**src/rtl/mem_arbiter.sv**
```systemverilog
// mem_arbiter: shares one Data_Memory port between the icache (port 0) and
// dcache (port 1) controllers. Whole-line transactions are serialized, the grant
// is held until mem_ack_i, and a one-cycle RELEASE gap follows every transaction.
// Optional feature: define MEM_ARB_ROUND_ROBIN_EN for round-robin tie-breaking.
// Without it, port 1 wins every tie.
module mem_arbiter #(
  parameter int unsigned ADDR_W = 32,
  parameter int unsigned DATA_W = 256
) (
  input  logic              clk_i,
  input  logic              rst_i,
  input  logic              p0_enable_i,
  input  logic              p0_write_i,
  input  logic [ADDR_W-1:0] p0_addr_i,
  input  logic [DATA_W-1:0] p0_data_i,
  output logic              p0_ack_o,
  output logic [DATA_W-1:0] p0_data_o,
  input  logic              p1_enable_i,
  input  logic              p1_write_i,
  input  logic [ADDR_W-1:0] p1_addr_i,
  input  logic [DATA_W-1:0] p1_data_i,
  output logic              p1_ack_o,
  output logic [DATA_W-1:0] p1_data_o,
  output logic              mem_enable_o,
  output logic              mem_write_o,
  output logic [ADDR_W-1:0] mem_addr_o,
  output logic [DATA_W-1:0] mem_data_o,
  input  logic              mem_ack_i,
  input  logic [DATA_W-1:0] mem_data_i,
  output logic [1:0]        grant_o
);

  typedef enum logic [1:0] {StIdle, StBusy, StRelease} state_e;

  state_e              state_q, state_d;
  logic                mem_enable_q, mem_enable_d;
  logic                mem_write_q, mem_write_d;
  logic [ADDR_W-1:0]   mem_addr_q, mem_addr_d;
  logic [DATA_W-1:0]   mem_data_q, mem_data_d;
  logic [1:0]          grant_q, grant_d;
  logic                p0_ack_q, p0_ack_d;
  logic                p1_ack_q, p1_ack_d;
  logic [DATA_W-1:0]   p0_data_q, p0_data_d;
  logic [DATA_W-1:0]   p1_data_q, p1_data_d;
  logic                sel_p1;

`ifdef MEM_ARB_ROUND_ROBIN_EN
  // 0: port 0 was granted last, 1: port 1 was granted last
  logic last_grant_q, last_grant_d;

  // Tie goes to the port that did not win last time; a lone requester always wins
  always_comb begin
    sel_p1 = p1_enable_i;
    if (p0_enable_i && p1_enable_i) begin
      sel_p1 = ~last_grant_q;
    end
  end

  // Remember the owner of every new grant
  always_comb begin
    last_grant_d = last_grant_q;
    if (state_q == StIdle && (p0_enable_i || p1_enable_i)) begin
      last_grant_d = sel_p1;
    end
  end

  // Round-robin history register
  always_ff @(posedge clk_i) begin
    if (rst_i) begin
      last_grant_q <= 1'b0;
    end else begin
      last_grant_q <= last_grant_d;
    end
  end
`else
  // Fixed priority: the dcache port wins whenever it requests
  always_comb begin
    sel_p1 = p1_enable_i;
  end
`endif

  // Next-state and registered-output logic
  always_comb begin
    state_d      = state_q;
    mem_enable_d = mem_enable_q;
    mem_write_d  = mem_write_q;
    mem_addr_d   = mem_addr_q;
    mem_data_d   = mem_data_q;
    grant_d      = grant_q;
    p0_ack_d     = 1'b0;
    p1_ack_d     = 1'b0;
    p0_data_d    = p0_data_q;
    p1_data_d    = p1_data_q;

    unique case (state_q)
      StIdle: begin
        if (p0_enable_i || p1_enable_i) begin
          mem_enable_d = 1'b1;
          mem_write_d  = sel_p1 ? p1_write_i : p0_write_i;
          mem_addr_d   = sel_p1 ? p1_addr_i  : p0_addr_i;
          mem_data_d   = sel_p1 ? p1_data_i  : p0_data_i;
          grant_d      = sel_p1 ? 2'b10 : 2'b01;
          state_d      = StBusy;
        end
      end
      StBusy: begin
        // Ack goes to the owner even if it dropped its enable meanwhile
        if (mem_ack_i) begin
          mem_enable_d = 1'b0;
          if (grant_q[1]) begin
            p1_ack_d  = 1'b1;
            p1_data_d = mem_data_i;
          end else begin
            p0_ack_d  = 1'b1;
            p0_data_d = mem_data_i;
          end
          state_d = StRelease;
        end
      end
      StRelease: begin
        // Requester's enable may still be high here; it is deliberately ignored
        grant_d = 2'b00;
        state_d = StIdle;
      end
      default: begin
        state_d = StIdle;
      end
    endcase
  end

  // State and output registers
  always_ff @(posedge clk_i) begin
    if (rst_i) begin
      state_q      <= StIdle;
      mem_enable_q <= 1'b0;
      mem_write_q  <= 1'b0;
      mem_addr_q   <= '0;
      mem_data_q   <= '0;
      grant_q      <= 2'b00;
      p0_ack_q     <= 1'b0;
      p1_ack_q     <= 1'b0;
      p0_data_q    <= '0;
      p1_data_q    <= '0;
    end else begin
      state_q      <= state_d;
      mem_enable_q <= mem_enable_d;
      mem_write_q  <= mem_write_d;
      mem_addr_q   <= mem_addr_d;
      mem_data_q   <= mem_data_d;
      grant_q      <= grant_d;
      p0_ack_q     <= p0_ack_d;
      p1_ack_q     <= p1_ack_d;
      p0_data_q    <= p0_data_d;
      p1_data_q    <= p1_data_d;
    end
  end

  assign mem_enable_o = mem_enable_q;
  assign mem_write_o  = mem_write_q;
  assign mem_addr_o   = mem_addr_q;
  assign mem_data_o   = mem_data_q;
  assign grant_o      = grant_q;
  assign p0_ack_o     = p0_ack_q;
  assign p1_ack_o     = p1_ack_q;
  assign p0_data_o    = p0_data_q;
  assign p1_data_o    = p1_data_q;

endmodule

```
**config.mk**
```make
export PLATFORM = sky130hd
export DESIGN_NAME = mem_arbiter
export DESIGN_NICKNAME = d
export VERILOG_FILES = /design/src/rtl/mem_arbiter.sv
export SDC_FILE = /design/constraint.sdc
export NUM_CORES = 2
export LEC_CHECK = 0
export BUFFER_PORTS_ARGS = -buffer_cell sky130_fd_sc_hd__buf_2
export CAP_MARGIN = 20
export CORE_AREA = 3 3 648 650
export CTS_BUF_LIST = sky130_fd_sc_hd__clkbuf_4
export DETAILED_ROUTE_END_ITERATION = 7
export DIE_AREA = 0 0 651 653
export SLEW_MARGIN = 30
export SYNTH_ARGS = -nofsm -noshare
export SYNTH_HDL_FRONTEND = slang
export SYNTH_SLANG_ARGS = --single-unit
export TNS_END_PERCENT = 50
```
**constraint.sdc**
```tcl
create_clock -name clk_i -period 4.16 [get_ports clk_i]
set_input_delay 0.416 -clock clk_i [delete_from_list [all_inputs] [get_ports clk_i]]
set_output_delay 0.416 -clock clk_i [all_outputs]
set_load 0.05 [all_outputs]
```
Word level (Yosys, flattened, before mapping)
Index checks and enable logic that the tools add are counted.
- div/mod/pow operators: 0
- multiply operators: 0
- equality and inequality tests: 4
- bitwise gates (word level): 3
- shift operators: 0
- add/sub/neg operators: 0
- $lt $le $gt $ge: 0
- multiplexer cells: 14
- reduce and logical (&&, ||, !) cells: 11
- operators by type and width (operator ; count):
    256-bit 2-to-1 mux ; 1
    32-bit 2-to-1 mux ; 1
    3-bit AND reduction ; 3
    2-bit 2-to-1 mux ; 4
    2-bit one-hot mux with 2 select lines ; 2
    2-bit AND reduction ; 3
    1-bit 2-to-1 mux ; 5
    2-bit inequality test, second input constant ; 2
    2-bit nonzero test ; 2
    1-bit inverter ; 3
    3-bit OR reduction ; 1
    2-bit by 1-bit equality test with 1-bit output, second input constant ; 1
    2-bit equality test, second input constant ; 1
    2-bit zero test ; 1
    1-bit one-hot mux with 2 select lines ; 1
    1-bit logical OR ; 1
- output and inout bits: 806
- memories: 0
- logic and storage cells: 42
- bits in latches: 0
- bits of input ports: 839
- ROM bits: 0
- bits in writable memories: 0
- register bits after elaboration: 808

Depth between registers and ports, before layout
- depth in word-level cells: 3
- mapped depth: 7
- depth with buffers taken out: 3

Least setup slack after synthesis
OpenSTA, ideal clock, no wires.
- kind: reg2reg
- start point: register grant_q[1], in the netlist grant_o[1]
- end point: register p0_data_q[216], in the netlist p0_data_o[216]
- slack: 2.441 ns
- path buffers: 3
- cell stages (with the launch flop): 7
- data arrival time: 1.649 ns
- data required time: 4.090 ns
- period minus slack after synthesis: 1.719 ns
- setup time: 0.070 ns
- cell sequence: dfxtp_1 nand4bb_1 buf_2 buf_2 clkbuf_1 nand2_1 a21oi_1
- word-level cells in the longest chain between the ends: 2
- ends and longest elaborated chain (element ; RTL line ; text):
    start: declaration ; 40 ; logic [1:0] grant_q, grant_d;
    start signal: assignment ; 150 ; grant_q <= grant_d;
    1-bit inverter (no source line) ; n/a ;
    3-bit AND reduction (no source line) ; n/a ;
    end signal: assignment ; 153 ; p0_data_q <= p0_data_d;
    end: declaration ; 43 ; logic [DATA_W-1:0] p0_data_q, p0_data_d;
No other way between the ends.
A chain may end at the register's enable or synchronous reset.

Worst setup path after layout
- start point: register state_q[0]
- end point: register p0_data_q[3], in the netlist p0_data_o[3]
- word-level cells in the longest chain between the ends: 2
- ends and longest elaborated chain (element ; RTL line ; text):
    start: declaration ; 35 ; state_e state_q, state_d;
    start signal: assignment ; 134 ; state_q <= StIdle;
    start signal: assignment ; 145 ; state_q <= state_d;
    2-bit by 1-bit equality test with 1-bit output ; 95 ; unique case (state_q)
    3-bit AND reduction (no source line) ; n/a ;
No other way between the ends.

==> out/qor.yml <==
drt:
  wl_mm: 396
  ant_nets: 0
  route.detailed.drc: 0
  wire_per_inst_um: 31.3
  routed_via_density: 3.56
  firstDrtPassIters: 6
  drt_iter0_drc: 4193
  vias: 45000
sta:
  fmax_mhz: 316
  clock_skew_ps: 226
  worst_pin_slew_ps: 1120
  setup_viol: 0
  maxSlewHeadroom_pct: 25.5
  fin_crit_sh_pct: 76.0
  hold_ws_ps: 341
  slew_viol_final: 0
  setup_slack_ps: 997
  period_needed_ps: 3160
  tns_ps: 0
  hold_violations: 0
  rsz0062_at_grt: "false"
setup_path:
  worst_setup_path_start_kind: "flop"
  worstSetupEndpoint: "p0_data_o[3]$_SDFFE_PP0P_"
  critical_path.most_common_cell: "dlygate4sd3_1"
  path_class: "reg2reg"
  slowest_delay_ps: 640
  end_kind: "flop"
  r2r_end: "p0_data_o[3]$_SDFFE_PP0P_"
  cp_max_fo: 48
  r2r-start: "state_q[0]$_SDFFE_PP0P_"
  rrSetupSlack_ps: 1000
  setup.worst_path.start: "state_q[0]$_SDFFE_PP0P_"
  required_ps: 5610
  rr_worst_depth: 6
  cp.arrival_ps: 4610
  cp_slowest_cell: "dfxtp_1"
  worstPathCellList: "and4bb_4 > buf_4 > nand2_1 > dlygate4sd3_1 > a21oi_1 > dlygate4sd3_1"
grt:
  grt-ovfl-total: 0
  grt_first_pass_wirelength_mm: 484
  antenna_found_initial: 429
  grt_max_degree: 142
  first_global_vias: 43000
  grt_usage_pct: 17.8
final_layout:
  layout-drive-gt1-share_pct: 32.7
  multi_input_area_um2: 14200
  final_nets: 7661
  seq_area_um2: 16200
  area_growth_pct: 108
  n_fill_cell: 46500
clock_tree:
  cts_hold_buf: 1640
  cts_made_buffers: 243
  cts-root-buf: "clkbuf_4"
  worst_skew_pair.late_latency_ps: 1510
  postCtsSetupRepairBufs: 0
  ctsResizeCount: 0
  cts.sinks: 808
  ctsLongestPathBuffers: 4
  h-tree-depth: 4
  path_clk_slew_ps: 60
  cts_tree: "done"
placed_design:
  dp_slack_ps: 1260
  portBuffers: 1644
  dpl.hpwl_mm: 327
  routabilityCongestion: 0.938
power:
  p_clk_share_pct: 34.8
  p_switching_mw: 9.00
  ir_drop_v: 0.000246
  switching_share_pct: 37.8
  p_int_mw: 14.8
  power_density_nw_per_um2: 360
  seq_power_share_pct: 35.8
  p_leak_nw: 27.6
  p_comb_share_pct: 29.4
floorplan:
  core-area_um2: 414000
  fp-row-count: 236
  die_y_um: 653
  start_util_pct: 7.70
  die_w_um: 651
  io_pins: 1645
  die-area_um2: 425000
yosys:
  syn_nets: 4410
  netlist_area_um2: 31800
  ys_seq_area_share_pct: 50.8
  synth_area_per_cell_um2: 8.92
  synth-seq-cells: 808
  netlist_instances: 3571
  yosys.cell_types.count: 24
  synth_warnings: 0
min_path:
  hp-class: "in2reg"
outcome:
  outcome: "finished clean"
job:
  drv_cap: 0
-- state kept, by name, summed over array words and instances, names as in the netlist --
signal	flops
mem_write_o	1
p0_data_o	256
p1_data_o	256
grant_o	2
state_q	2
mem_addr_o	32
p1_ack_o	1
mem_enable_o	1
mem_data_o	256
p0_ack_o	1
-- critical path: cells and delay by family (launching register included) --
family	cells	cell delay (ps)
buffers and inverters	3	1760
AND/OR/NAND/NOR	2	720
flip-flops	1	640
AO/OA/AOI/OAI	1	130
-- how the worst min path moves through the flow --
stage                                 from                      endpoint  slack [ps]  depth (start not counted)
6_report                       p0_enable_i       grant_o[0]$_SDFFE_PP0P_         340                          5
5_1_grt                              rst_i    p0_data_o[50]$_SDFFE_PP0P_         110                          3
4_1_cts                     p1_data_i[229]  mem_data_o[229]$_SDFFE_PP0P_         0.6                          4
3_5_place_dp   p0_data_o[188]$_SDFFE_PP0P_   p0_data_o[188]$_SDFFE_PP0P_         440                          2
3_3_place_gp    p0_data_o[68]$_SDFFE_PP0P_    p0_data_o[68]$_SDFFE_PP0P_         440                          2
2_1_floorplan                mem_data_i[0]     p0_data_o[0]$_SDFFE_PP0P_         550                          2
-- Yosys cell counts --
cell type	instances	area, µm²
a211oi_1	79	593
a211oi_2	210	2630
a21o_1	1	7.51
a21oi_1	804	4020
and2_1	1	6.26
and4b_1	1	10.0
and4bb_2	1	12.5
buf_1	7	26.3
buf_2	122	611
buf_4	10	75.1
buf_6	13	146
clkbuf_1	183	687
dfxtp_1	808	16200
mux2i_1	289	2890
nand2_1	1027	3850
nand2b_1	2	12.5
nand3b_1	1	7.51
nand4b_1	1	8.76
nand4bb_1	1	11.3
nor2_1	6	22.5
nor2b_1	1	6.26
o22ai_1	1	6.26
or2_1	1	6.26
or3b_2	1	8.76
-- power by group through the flow --
| stage | sequential, mW | clock [mW] | combinational (mW) |
|---|---|---|---|
| 3_5_place_dp | 8.64 | 0 | 5.17 |
| 4_1_cts | 8.48 | 8.64 | 6.89 |
| 5_1_grt | 8.54 | 8.99 | 7.28 |
| 2_1_floorplan | 10.3 | 0 | 1.50 |
| 6_report | 8.51 | 8.28 | 6.99 |
| 3_3_place_gp | 8.64 | 0 | 5.14 |
-- per-layer routing --
layer / vias up / track usage, % / share of wire (%)
li1: 19200 / - / -
met1: 21000 / 17.9 / 34
met2: 3252 / 26.5 / 42
met3: 1411 / 13.3 / 17
met4: 248 / 10.1 / 6.8
met5: - / 0 / 0.40
-- per-stage QoR --
| step | cells | util (%) | cell area (µm²) | total power, mW |
|---|---|---|---|---|
| 2_1_floorplan | 3571 | - | 31800 | 11.8 |
| 3_3_place_gp | 10400 | 11.2 | 46200 | 13.8 |
| 3_5_place_dp | 10400 | 11.2 | 46200 | 13.8 |
| 4_1_cts | 12500 | 15.9 | 65600 | 24.0 |
| 5_1_grt | 12600 | 15.9 | 65800 | 24.8 |
| 6_report | 12700 | 16.0 | 66100 | 23.8 |
-- area by class of cell --
| class | count | share of cell area, % |
|---|---|---|
| clock inverter | 71 | 0.559 |
| timing repair buffer | 3341 | 38.5 |
| tap | 5474 | 10.4 |
| multi-input combinational | 2428 | 21.4 |
| antenna | 183 | 0.693 |
| clock buffer | 355 | 4.03 |
| sequential | 808 | 24.5 |
-- layout by cell type (no fill, tap or decap), types with 2 or more instances in the layout --
cell type,Yosys,layout
clkinvlp_4,0,2
clkinv_1,0,53
nor2_1,6,5
a211oi_1,79,79
clkinv_2,0,10
buf_12,0,26
buf_8,0,2
diode_2,0,183
a21oi_1,804,804
nand2_1,1027,1027
dfxtp_1,808,808
mux2i_1,289,289
nand2b_1,2,2
clkbuf_4,0,355
a211oi_2,210,210
buf_4,10,33
bufinv_16,0,2
dlygate4sd3_1,0,1638
buf_2,122,1642
-- logic make-up after synthesis --
logic type | after synthesis | share of synthesized area, %
buffers and inverters | 335 | 4.85
AND/OR/NAND/NOR | 1044 | 12.5
multiplexers | 289 | 9.09
flip-flops | 808 | 50.8
AO/OA/AOI/OAI | 1095 | 22.8
(Power assumes the default switching activity.)
